`config.mk`:
```
export PLATFORM = sky130hd
export DESIGN_NAME = memc_dma_lane_responder_flat
export DESIGN_NICKNAME = d
export VERILOG_FILES = /design/src/rtl/memc_dma_lane_responder_if.sv /design/src/rtl/memc_dma_lane_responder.sv /design/src/flat_wrapper.sv
export SDC_FILE = /design/constraint.sdc
export NUM_CORES = 1
export LEC_CHECK = 0
export ABC_AREA = 0
export CORE_MARGIN = 2
export CORE_UTILIZATION = 50
export CTS_CLUSTER_DIAMETER = 80
export DETAILED_ROUTE_END_ITERATION = 8
export GPL_TIMING_DRIVEN = 0
export PLACE_DENSITY = 0.74
export SLEW_MARGIN = 20
export SYNTH_ARGS = -nofsm -noshare
export SYNTH_HDL_FRONTEND = slang
export SYNTH_SLANG_ARGS = --single-unit
```
`constraint.sdc`:
```
create_clock -name clk -period 4.7 [get_ports clk]
set_clock_uncertainty 0.2 [all_clocks]
set_input_delay 0.94 -clock clk [delete_from_list [all_inputs] [get_ports clk]]
set_output_delay 0.94 -clock clk [all_outputs]
set_load 0.01 [all_outputs]
```
`src/rtl/memc_dma_lane_responder_if.sv`:
```
// Signal bundle between one lane's DMA stream-0 port, its memory-controller
// responder and the single-port SRAM behind it.
interface memc_dma_lane_responder_if #(
    parameter int ADDR_WIDTH      = 24,
    parameter int DATA_WIDTH      = 32,
    parameter int SRAM_ADDR_WIDTH = 12
);
    logic                       dma__memc__write_valid;
    logic [ADDR_WIDTH-1:0]      dma__memc__write_address;
    logic [DATA_WIDTH-1:0]      dma__memc__write_data;
    logic                       memc__dma__write_ready;
    logic                       dma__memc__read_valid;
    logic [ADDR_WIDTH-1:0]      dma__memc__read_address;
    logic                       memc__dma__read_ready;
    logic                       dma__memc__read_pause;
    logic [DATA_WIDTH-1:0]      memc__dma__read_data;
    logic                       memc__dma__read_data_valid;
    logic                       memc__sys__addr_err;
    logic                       sram__we;
    logic                       sram__re;
    logic [SRAM_ADDR_WIDTH-1:0] sram__addr;
    logic [DATA_WIDTH-1:0]      sram__wdata;
    logic [DATA_WIDTH-1:0]      sram__rdata;

    modport slave (
        input  dma__memc__write_valid, dma__memc__write_address, dma__memc__write_data,
        input  dma__memc__read_valid, dma__memc__read_address, dma__memc__read_pause,
        output memc__dma__write_ready, memc__dma__read_ready,
        output memc__dma__read_data, memc__dma__read_data_valid, memc__sys__addr_err,
        output sram__we, sram__re, sram__addr, sram__wdata,
        input  sram__rdata
    );

    modport master (
        output dma__memc__write_valid, dma__memc__write_address, dma__memc__write_data,
        output dma__memc__read_valid, dma__memc__read_address, dma__memc__read_pause,
        input  memc__dma__write_ready, memc__dma__read_ready,
        input  memc__dma__read_data, memc__dma__read_data_valid, memc__sys__addr_err,
        input  sram__we, sram__re, sram__addr, sram__wdata,
        output sram__rdata
    );
endinterface

```
`src/rtl/memc_dma_lane_responder.sv`:
```
// Lane responder: arbitrates DMA reads/writes onto a fixed-latency single-port
// SRAM and returns read data in order through a credit-guarded FIFO.
module memc_dma_lane_responder #(
    parameter int ADDR_WIDTH      = 24,
    parameter int DATA_WIDTH      = 32,
    parameter int SRAM_ADDR_WIDTH = 12,
    parameter int READ_LATENCY    = 2,
    parameter int RDQ_DEPTH       = 8,
    parameter int STARVE_LIMIT    = 4
) (
    input  logic                       clk,
    input  logic                       reset_poweron,
    memc_dma_lane_responder_if.slave   bus
);
    localparam int PTR_W = (RDQ_DEPTH > 1) ? $clog2(RDQ_DEPTH) : 1;
    localparam int CNT_W = PTR_W + 1;
    localparam int STV_W = $clog2(STARVE_LIMIT + 1);
    localparam logic [CNT_W-1:0] DEPTH_C = CNT_W'(RDQ_DEPTH);
    localparam logic [STV_W-1:0] LIMIT_C = STV_W'(STARVE_LIMIT);

    function automatic logic addr_out_of_range(input logic [ADDR_WIDTH-1:0] addr);
        return |(addr >> SRAM_ADDR_WIDTH);
    endfunction

    logic                       r_live;
    logic                       r_wr_force;
    logic                       r_addr_err;
    logic [CNT_W-1:0]           r_inflight;
    logic [CNT_W-1:0]           r_count;
    logic [PTR_W-1:0]           r_wptr;
    logic [PTR_W-1:0]           r_rptr;
    logic [DATA_WIDTH-1:0]      r_fifo [RDQ_DEPTH];
    logic [READ_LATENCY-1:0]    r_vld_sr;
    logic [STV_W-1:0]           r_starve_cnt;
    logic [SRAM_ADDR_WIDTH-1:0] r_sram_addr;
    logic [DATA_WIDTH-1:0]      r_sram_wdata;

    logic                       w_credit_ok;
    logic                       w_read_ready;
    logic                       w_write_ready;
    logic                       w_rd_acc;
    logic                       w_wr_acc;
    logic                       w_push;
    logic                       w_pop;
    logic                       w_empty;
    logic                       w_acc_addr_bad;
    logic [STV_W-1:0]           w_starve_nxt;
    logic [SRAM_ADDR_WIDTH-1:0] w_sram_addr;
    logic [DATA_WIDTH-1:0]      w_sram_wdata;

    // Sum is kept in CNT_W bits; the credit invariant keeps it at or below RDQ_DEPTH.
    assign w_credit_ok    = (r_inflight + r_count) < DEPTH_C;
    assign w_read_ready   = r_live & w_credit_ok & ~r_wr_force;
    assign w_rd_acc       = bus.dma__memc__read_valid & w_read_ready;
    assign w_write_ready  = r_live & (~w_rd_acc | r_wr_force);
    assign w_wr_acc       = bus.dma__memc__write_valid & w_write_ready;
    assign w_push         = r_vld_sr[READ_LATENCY-1];
    assign w_empty        = (r_count == {CNT_W{1'b0}});
    assign w_pop          = ~w_empty & ~bus.dma__memc__read_pause;
    assign w_acc_addr_bad = (w_wr_acc & addr_out_of_range(bus.dma__memc__write_address))
                          | (w_rd_acc & addr_out_of_range(bus.dma__memc__read_address));

    // Starvation count: grows per read grant that leaves a pending write blocked
    always_comb begin
        w_starve_nxt = r_starve_cnt;
        if (w_wr_acc || !bus.dma__memc__write_valid) begin
            w_starve_nxt = {STV_W{1'b0}};
        end else if (w_rd_acc && (r_starve_cnt != LIMIT_C)) begin
            w_starve_nxt = r_starve_cnt + STV_W'(1'b1);
        end else begin
            w_starve_nxt = r_starve_cnt;
        end
    end

    // SRAM address/data mux; idle cycles hold the last driven values
    always_comb begin
        w_sram_addr  = r_sram_addr;
        w_sram_wdata = r_sram_wdata;
        if (w_wr_acc) begin
            w_sram_addr  = bus.dma__memc__write_address[SRAM_ADDR_WIDTH-1:0];
            w_sram_wdata = bus.dma__memc__write_data;
        end else if (w_rd_acc) begin
            w_sram_addr  = bus.dma__memc__read_address[SRAM_ADDR_WIDTH-1:0];
        end else begin
            w_sram_addr  = r_sram_addr;
        end
    end

    // Control state: liveness, arbitration, credit counters, pointers, error flag
    always_ff @(posedge clk or negedge reset_poweron) begin
        if (!reset_poweron) begin
            r_live       <= 1'b0;
            r_wr_force   <= 1'b0;
            r_addr_err   <= 1'b0;
            r_inflight   <= {CNT_W{1'b0}};
            r_count      <= {CNT_W{1'b0}};
            r_wptr       <= {PTR_W{1'b0}};
            r_rptr       <= {PTR_W{1'b0}};
            r_vld_sr     <= {READ_LATENCY{1'b0}};
            r_starve_cnt <= {STV_W{1'b0}};
            r_sram_addr  <= {SRAM_ADDR_WIDTH{1'b0}};
            r_sram_wdata <= {DATA_WIDTH{1'b0}};
        end else begin
            r_live       <= 1'b1;
            r_wr_force   <= (w_starve_nxt == LIMIT_C);
            r_starve_cnt <= w_starve_nxt;
            r_addr_err   <= r_addr_err | w_acc_addr_bad;
            r_vld_sr     <= (r_vld_sr << 1'b1) | READ_LATENCY'(w_rd_acc);
            r_inflight   <= r_inflight + CNT_W'(w_rd_acc) - CNT_W'(w_push);
            r_count      <= r_count + CNT_W'(w_push) - CNT_W'(w_pop);
            r_sram_addr  <= w_sram_addr;
            r_sram_wdata <= w_sram_wdata;
            if (w_push) begin
                r_wptr <= r_wptr + PTR_W'(1'b1);
            end
            if (w_pop) begin
                r_rptr <= r_rptr + PTR_W'(1'b1);
            end
        end
    end

    // Return FIFO storage; contents are qualified by r_count so no reset is needed
    always_ff @(posedge clk) begin
        if (w_push) begin
            r_fifo[r_wptr] <= bus.sram__rdata;
        end
    end

    assign bus.memc__dma__read_ready      = w_read_ready;
    assign bus.memc__dma__write_ready     = w_write_ready;
    assign bus.memc__dma__read_data_valid = w_pop;
    assign bus.memc__dma__read_data       = w_empty ? {DATA_WIDTH{1'b0}} : r_fifo[r_rptr];
    assign bus.memc__sys__addr_err        = r_addr_err;
    assign bus.sram__we                   = w_wr_acc;
    assign bus.sram__re                   = w_rd_acc;
    assign bus.sram__addr                 = w_sram_addr;
    assign bus.sram__wdata                = w_sram_wdata;
endmodule

```
`src/flat_wrapper.sv`:
```
// flat-port wrapper written by rule: the top's interface ports become plain ports
module memc_dma_lane_responder_flat 
#(
    parameter int ADDR_WIDTH      = 24,
    parameter int DATA_WIDTH      = 32,
    parameter int SRAM_ADDR_WIDTH = 12,
    parameter int READ_LATENCY    = 2,
    parameter int RDQ_DEPTH       = 8,
    parameter int STARVE_LIMIT    = 4
)
  (clk, reset_poweron, bus_dma__memc__write_valid, bus_dma__memc__write_address, bus_dma__memc__write_data, bus_dma__memc__read_valid, bus_dma__memc__read_address, bus_dma__memc__read_pause, bus_memc__dma__write_ready, bus_memc__dma__read_ready, bus_memc__dma__read_data, bus_memc__dma__read_data_valid, bus_memc__sys__addr_err, bus_sram__we, bus_sram__re, bus_sram__addr, bus_sram__wdata, bus_sram__rdata);
  memc_dma_lane_responder_if #(.ADDR_WIDTH(ADDR_WIDTH), .DATA_WIDTH(DATA_WIDTH), .SRAM_ADDR_WIDTH(SRAM_ADDR_WIDTH)) bus_i ();
  input  logic clk;
  input  logic reset_poweron;
  input wire logic [$bits(bus_i.dma__memc__write_valid)-1:0] bus_dma__memc__write_valid;
  input wire logic [$bits(bus_i.dma__memc__write_address)-1:0] bus_dma__memc__write_address;
  input wire logic [$bits(bus_i.dma__memc__write_data)-1:0] bus_dma__memc__write_data;
  input wire logic [$bits(bus_i.dma__memc__read_valid)-1:0] bus_dma__memc__read_valid;
  input wire logic [$bits(bus_i.dma__memc__read_address)-1:0] bus_dma__memc__read_address;
  input wire logic [$bits(bus_i.dma__memc__read_pause)-1:0] bus_dma__memc__read_pause;
  output wire logic [$bits(bus_i.memc__dma__write_ready)-1:0] bus_memc__dma__write_ready;
  output wire logic [$bits(bus_i.memc__dma__read_ready)-1:0] bus_memc__dma__read_ready;
  output wire logic [$bits(bus_i.memc__dma__read_data)-1:0] bus_memc__dma__read_data;
  output wire logic [$bits(bus_i.memc__dma__read_data_valid)-1:0] bus_memc__dma__read_data_valid;
  output wire logic [$bits(bus_i.memc__sys__addr_err)-1:0] bus_memc__sys__addr_err;
  output wire logic [$bits(bus_i.sram__we)-1:0] bus_sram__we;
  output wire logic [$bits(bus_i.sram__re)-1:0] bus_sram__re;
  output wire logic [$bits(bus_i.sram__addr)-1:0] bus_sram__addr;
  output wire logic [$bits(bus_i.sram__wdata)-1:0] bus_sram__wdata;
  input wire logic [$bits(bus_i.sram__rdata)-1:0] bus_sram__rdata;
  assign bus_i.dma__memc__write_valid = bus_dma__memc__write_valid;
  assign bus_i.dma__memc__write_address = bus_dma__memc__write_address;
  assign bus_i.dma__memc__write_data = bus_dma__memc__write_data;
  assign bus_i.dma__memc__read_valid = bus_dma__memc__read_valid;
  assign bus_i.dma__memc__read_address = bus_dma__memc__read_address;
  assign bus_i.dma__memc__read_pause = bus_dma__memc__read_pause;
  assign bus_memc__dma__write_ready = bus_i.memc__dma__write_ready;
  assign bus_memc__dma__read_ready = bus_i.memc__dma__read_ready;
  assign bus_memc__dma__read_data = bus_i.memc__dma__read_data;
  assign bus_memc__dma__read_data_valid = bus_i.memc__dma__read_data_valid;
  assign bus_memc__sys__addr_err = bus_i.memc__sys__addr_err;
  assign bus_sram__we = bus_i.sram__we;
  assign bus_sram__re = bus_i.sram__re;
  assign bus_sram__addr = bus_i.sram__addr;
  assign bus_sram__wdata = bus_i.sram__wdata;
  assign bus_i.sram__rdata = bus_sram__rdata;
  memc_dma_lane_responder #(.ADDR_WIDTH(ADDR_WIDTH), .DATA_WIDTH(DATA_WIDTH), .SRAM_ADDR_WIDTH(SRAM_ADDR_WIDTH), .READ_LATENCY(READ_LATENCY), .RDQ_DEPTH(RDQ_DEPTH), .STARVE_LIMIT(STARVE_LIMIT)) u_core (.clk(clk), .reset_poweron(reset_poweron), .bus(bus_i));
endmodule
```
==> results.env <==
DESIGN_POWER_TOTAL_mW=10.1
YS_TOP_CELLS_BY_AREA='edfxtp_1 60%, dfrtp_1 13%, mux4_2 11%'
POSTSYNTHNETCOUNT=785
PLACEDCELLCOUNT=1196
H_TREE_LVL_COUNT=2
CP_MOST_FREQUENT_CELL='buf_4'
WORSTSETUPPATHTYPE='primary input to output pin'
FINAL_PERIOD_UTILIZATION_PCT=97.3
SYN-CELL-AREA_UM2=12700
TOTAL_LEAKAGE_POWER_nW=6.04
CRITICAL_PATH.MAX_FANOUT=10
CTS_INSERTED_BUFFERS=34
MIN-DELAY-PATH-CLASS='primary input to asynchronous set/reset pin'
SYNTH_SEQ_CELLS=322
TOTAL_VIA_COUNT_IN_THE_ROUTED_DESIGN=6855
INSERTION_DELAY_NS=0.50
NUMBER_OF_NETS_STILL_FAILING_ANTENNA_CHECKS_AFTER_ROUTING=0
MAX_CAP_VIOLATIONS=0
BUFFER_PORTS.INSERTED=198
ROUTE.FINAL.WIRE_LENGTH_UM=27600
DRTITER0DRC=515
FINALHOLDVIOLCOUNT=0
ACHIEVABLE-FREQUENCY_MHz=219
CP.REQUIRED_NS=3.56
CRITPATHCAPTURETYPE='output pin'
GRT_PASS1_VIAS=7199
PART_OF_THE_YOSYS_AREA_USED_FOR_SEQUENTIAL_ELEMENTS_PCT=73.4
INITIAL_ANTENNA_VIOLATION_COUNT=0
POSTSYNTHCELLCOUNT=651
HOLDBUFCOUNTCTS=0
CLKSINKCOUNT=322
SYNTH-EDFF-COUNT=256
SYNTH.MOST_COMMON_CELL='edfxtp_1'
FLOORPLAN.ROWS=58
DETAIL_ROUTE.FIRST_PASS.ITERATIONS=5
SYNTH_TOP_AREA_SHARE_PCT=60.4
DETAILEDPLACEMENTHPWL_UM=18200
SYN_TO_FINAL_GROWTH_PCT=30.8
CHIP_WIDTH_UM=164
INITIAL_CORE_UTIL_PCT=50.7
GRT_FIRST_PASS_WIRELENGTH_UM=41900
POST_SYNTH.CELL_AREA_AVG_UM2=19.5
IOPINCOUNT=199
WORST_IR_DROP_VDD_mV=0.447
DIE_Y_UM=164
GLOBALROUTEOVERFLOWTOTAL=0
FINAL_CRITICAL_DELAY_INCLUDING_SETUP_AND_EXTERNAL_DELAYS_NS=4.57
SLOWEST_DELAY_NS=0.62
SYNTHDISTINCTLIBCELLS=40
DRIVE_ABOVE_1_SHARE_PCT=21.2
CTS_ROOT_BUFFER='clkbuf_16'
WL_PER_CELL_UM=21.9
GRT_START_MAX_NET_PINS=50
PATH_DELAY_FAMILY='buffers and inverters'
SETUP.WORST_PATH.START_CLASS='primary input'
MAX_SLEW_MARGIN_PCT=33.5
CTS_TREE='yes'
CTS_BUFFER_DEPTH=3
POSTSYNTH.TOPFLOPCELL='edfxtp_1'
VIAS_PER_CELL=5.44
DRC=0
FINAL_NETS=1037
YS_TOP_CELLS_BY_COUNT='256 x edfxtp_1, 66 x dfrtp_1, 64 x mux4_2, 45 x mux2i_1, 42 x nor2_1'
COMBINED_GLOBAL_ROUTE_UTILIZATION_OF_ALL_METAL_LAYERS_PCT=21.4
RSZ0062_AT_GRT='false'
POSTSYNTH.ASYNCRESETSHARE_PCT=20.5
PLACE.GP.CONGESTION=0.758
POWER_DENSITY_nW_PER_UM2=604
PATH_CELLS='clkdlybuf4s50_1, nand3b_1, and4b_4, nor4b_4, buf_4, buf_4, buf_4, o21ai_0, clkdlybuf4s50_1'
FLOORPLAN.DIE_AREA_UM2=26700
YOSYS_WARNINGS=0
CLK_PIN_SLEW_WORST_PATHS_NS=0.06
WORST-PATH-BUF-INV=5
CORE_UM2=25100
LEADING_AREA_CONTRIBUTOR_AFTER_SYNTHESIS='edfxtp_1'
COUNT_OF_NON_FILLER_CELLS_IN_THE_FINISHED_LAYOUT=1260
SETUP_VIOLATIONS=0
STATUS='finished, final reports clean'
CRITICAL-PATH-SLOWEST-CELL='clkdlybuf4s50_1'
TIGHTESTPINTRANSITION_NS=0.997
SLEW_VIOLATIONS=0
ARR_TIME_CRIT_PATH_NS=3.43
[layout by cell type (no fill, tap or decap), drive strengths merged, types with 2 or more instances in the layout]
| master | count |
|---|---|
| edfxtp | 256 |
| clkdlybuf4s50 | 191 |
| dfrtp | 66 |
| mux4 | 64 |
| clkbuf | 55 |
| mux2i | 45 |
| nor2 | 42 |
| buf | 37 |
| mux2 | 34 |
| inv | 22 |
| nand2 | 18 |
| ha | 15 |
| o21ai | 13 |
| clkinv | 11 |
| xnor2 | 9 |
| nor4 | 6 |
| dlymetal6s2s | 6 |
| bufinv | 5 |
| nor3 | 4 |
| xor2 | 3 |
| nand2b | 3 |
| a21oi | 3 |
| and3 | 2 |
| a21o | 2 |
| nand3 | 2 |
| fa | 2 |
| a211oi | 2 |
[metrics by stage]
step	util [%]	setup WS, ns	TNS (ns)	hold slack [ns]	cell area, µm²
after floorplan	-	1.26	0	0.131	12700
after global placement	60.2	-1.08	-68.24	0.135	15100
after detailed placement	61.4	0.0918	0	0.137	15400
after CTS	66.2	0.0378	0	0.111	16600
after global routing	66.3	0.00262	0	0.122	16600
final	66.3	0.128	0	0.123	16600
[power breakdown]
part	internal (mW)	leakage (nW)	total, mW	switching, mW
Clock	1.74	0.583	2.80	1.06
Sequential	3.46	3.09	3.61	0.145
Combinational	1.92	2.36	3.65	1.72
[kinds of logic (layout without fill, tap and decap cells)]
kind of cell / count (synthesis) / in the layout / share of synthesized area, %
xor+xnor: 12 / 12 / 0.885
simple gates: 81 / 81 / 2.95
buf+inv: 50 / 328 / 1.78
fa+ha+maj: 17 / 17 / 1.79
compound gates: 25 / 25 / 1.30
mux: 143 / 143 / 17.9
other cells: 1 / 2 / 0.0295
flops: 322 / 322 / 73.4
[repair_timing]
item                       CTS  global route
setup endpoints to repair    1             8
gates resized for setup      1             9
pin swaps                    0             1
setup buffers                0             1
[flip-flops by register name (all words and copies together) (netlist names)]
signal                          flops
u_core.bus.memc__sys__addr_err      1
u_core.r_count                      4
u_core.r_fifo                     256
u_core.r_inflight                   4
u_core.r_live                       1
u_core.r_rptr                       3
u_core.r_sram_addr                 12
u_core.r_sram_wdata                32
u_core.r_starve_cnt                 3
u_core.r_vld_sr                     2
u_core.r_wptr                       3
u_core.r_wr_force                   1
[cell type report]
class / count / area, µm²
Clock inverter: 18 / 219
Fill cell: 1721 / 8460
Multi-Input combinational cell: 279 / 3220
Sequential cell: 322 / 9340
Antenna cell: 1 / 2.50
Clock buffer: 44 / 972
Inverter: 21 / 78.8
Buffer: 29 / 148
Tap cell: 330 / 413
Timing Repair Buffer: 216 / 2250
[per-layer routing]
metal	GRT usage [%]	wire, µm
met5	0	0
met4	5.98	539
met3	5.56	2230
met2	36.6	14000
met1	27.3	10900
[final timing paths]
| path | from | to | slack (ns) | cells past startpoint |
|---|---|---|---|---|
| worst max-delay path | bus_dma__memc__read_valid | bus_sram__addr[4] | 0.13 | 9 |
| worst min-delay path | reset_poweron | u_core.r_sram_wdata[16] | 0.12 | 1 |
| worst max register to register | u_core.r_inflight[2] | u_core.r_inflight[2] | 1.52 | 13 |
| worst min register to register | u_core.r_vld_sr[0] | u_core.r_vld_sr[1] | 0.16 | 0 |
| max in group asynchronous | reset_poweron | u_core.r_count[2] | 3.63 | 2 |
| min in group clk | u_core.r_vld_sr[0] | u_core.r_vld_sr[1] | 0.16 | 0 |
No activity file was read; power rests on OpenSTA's default activity.
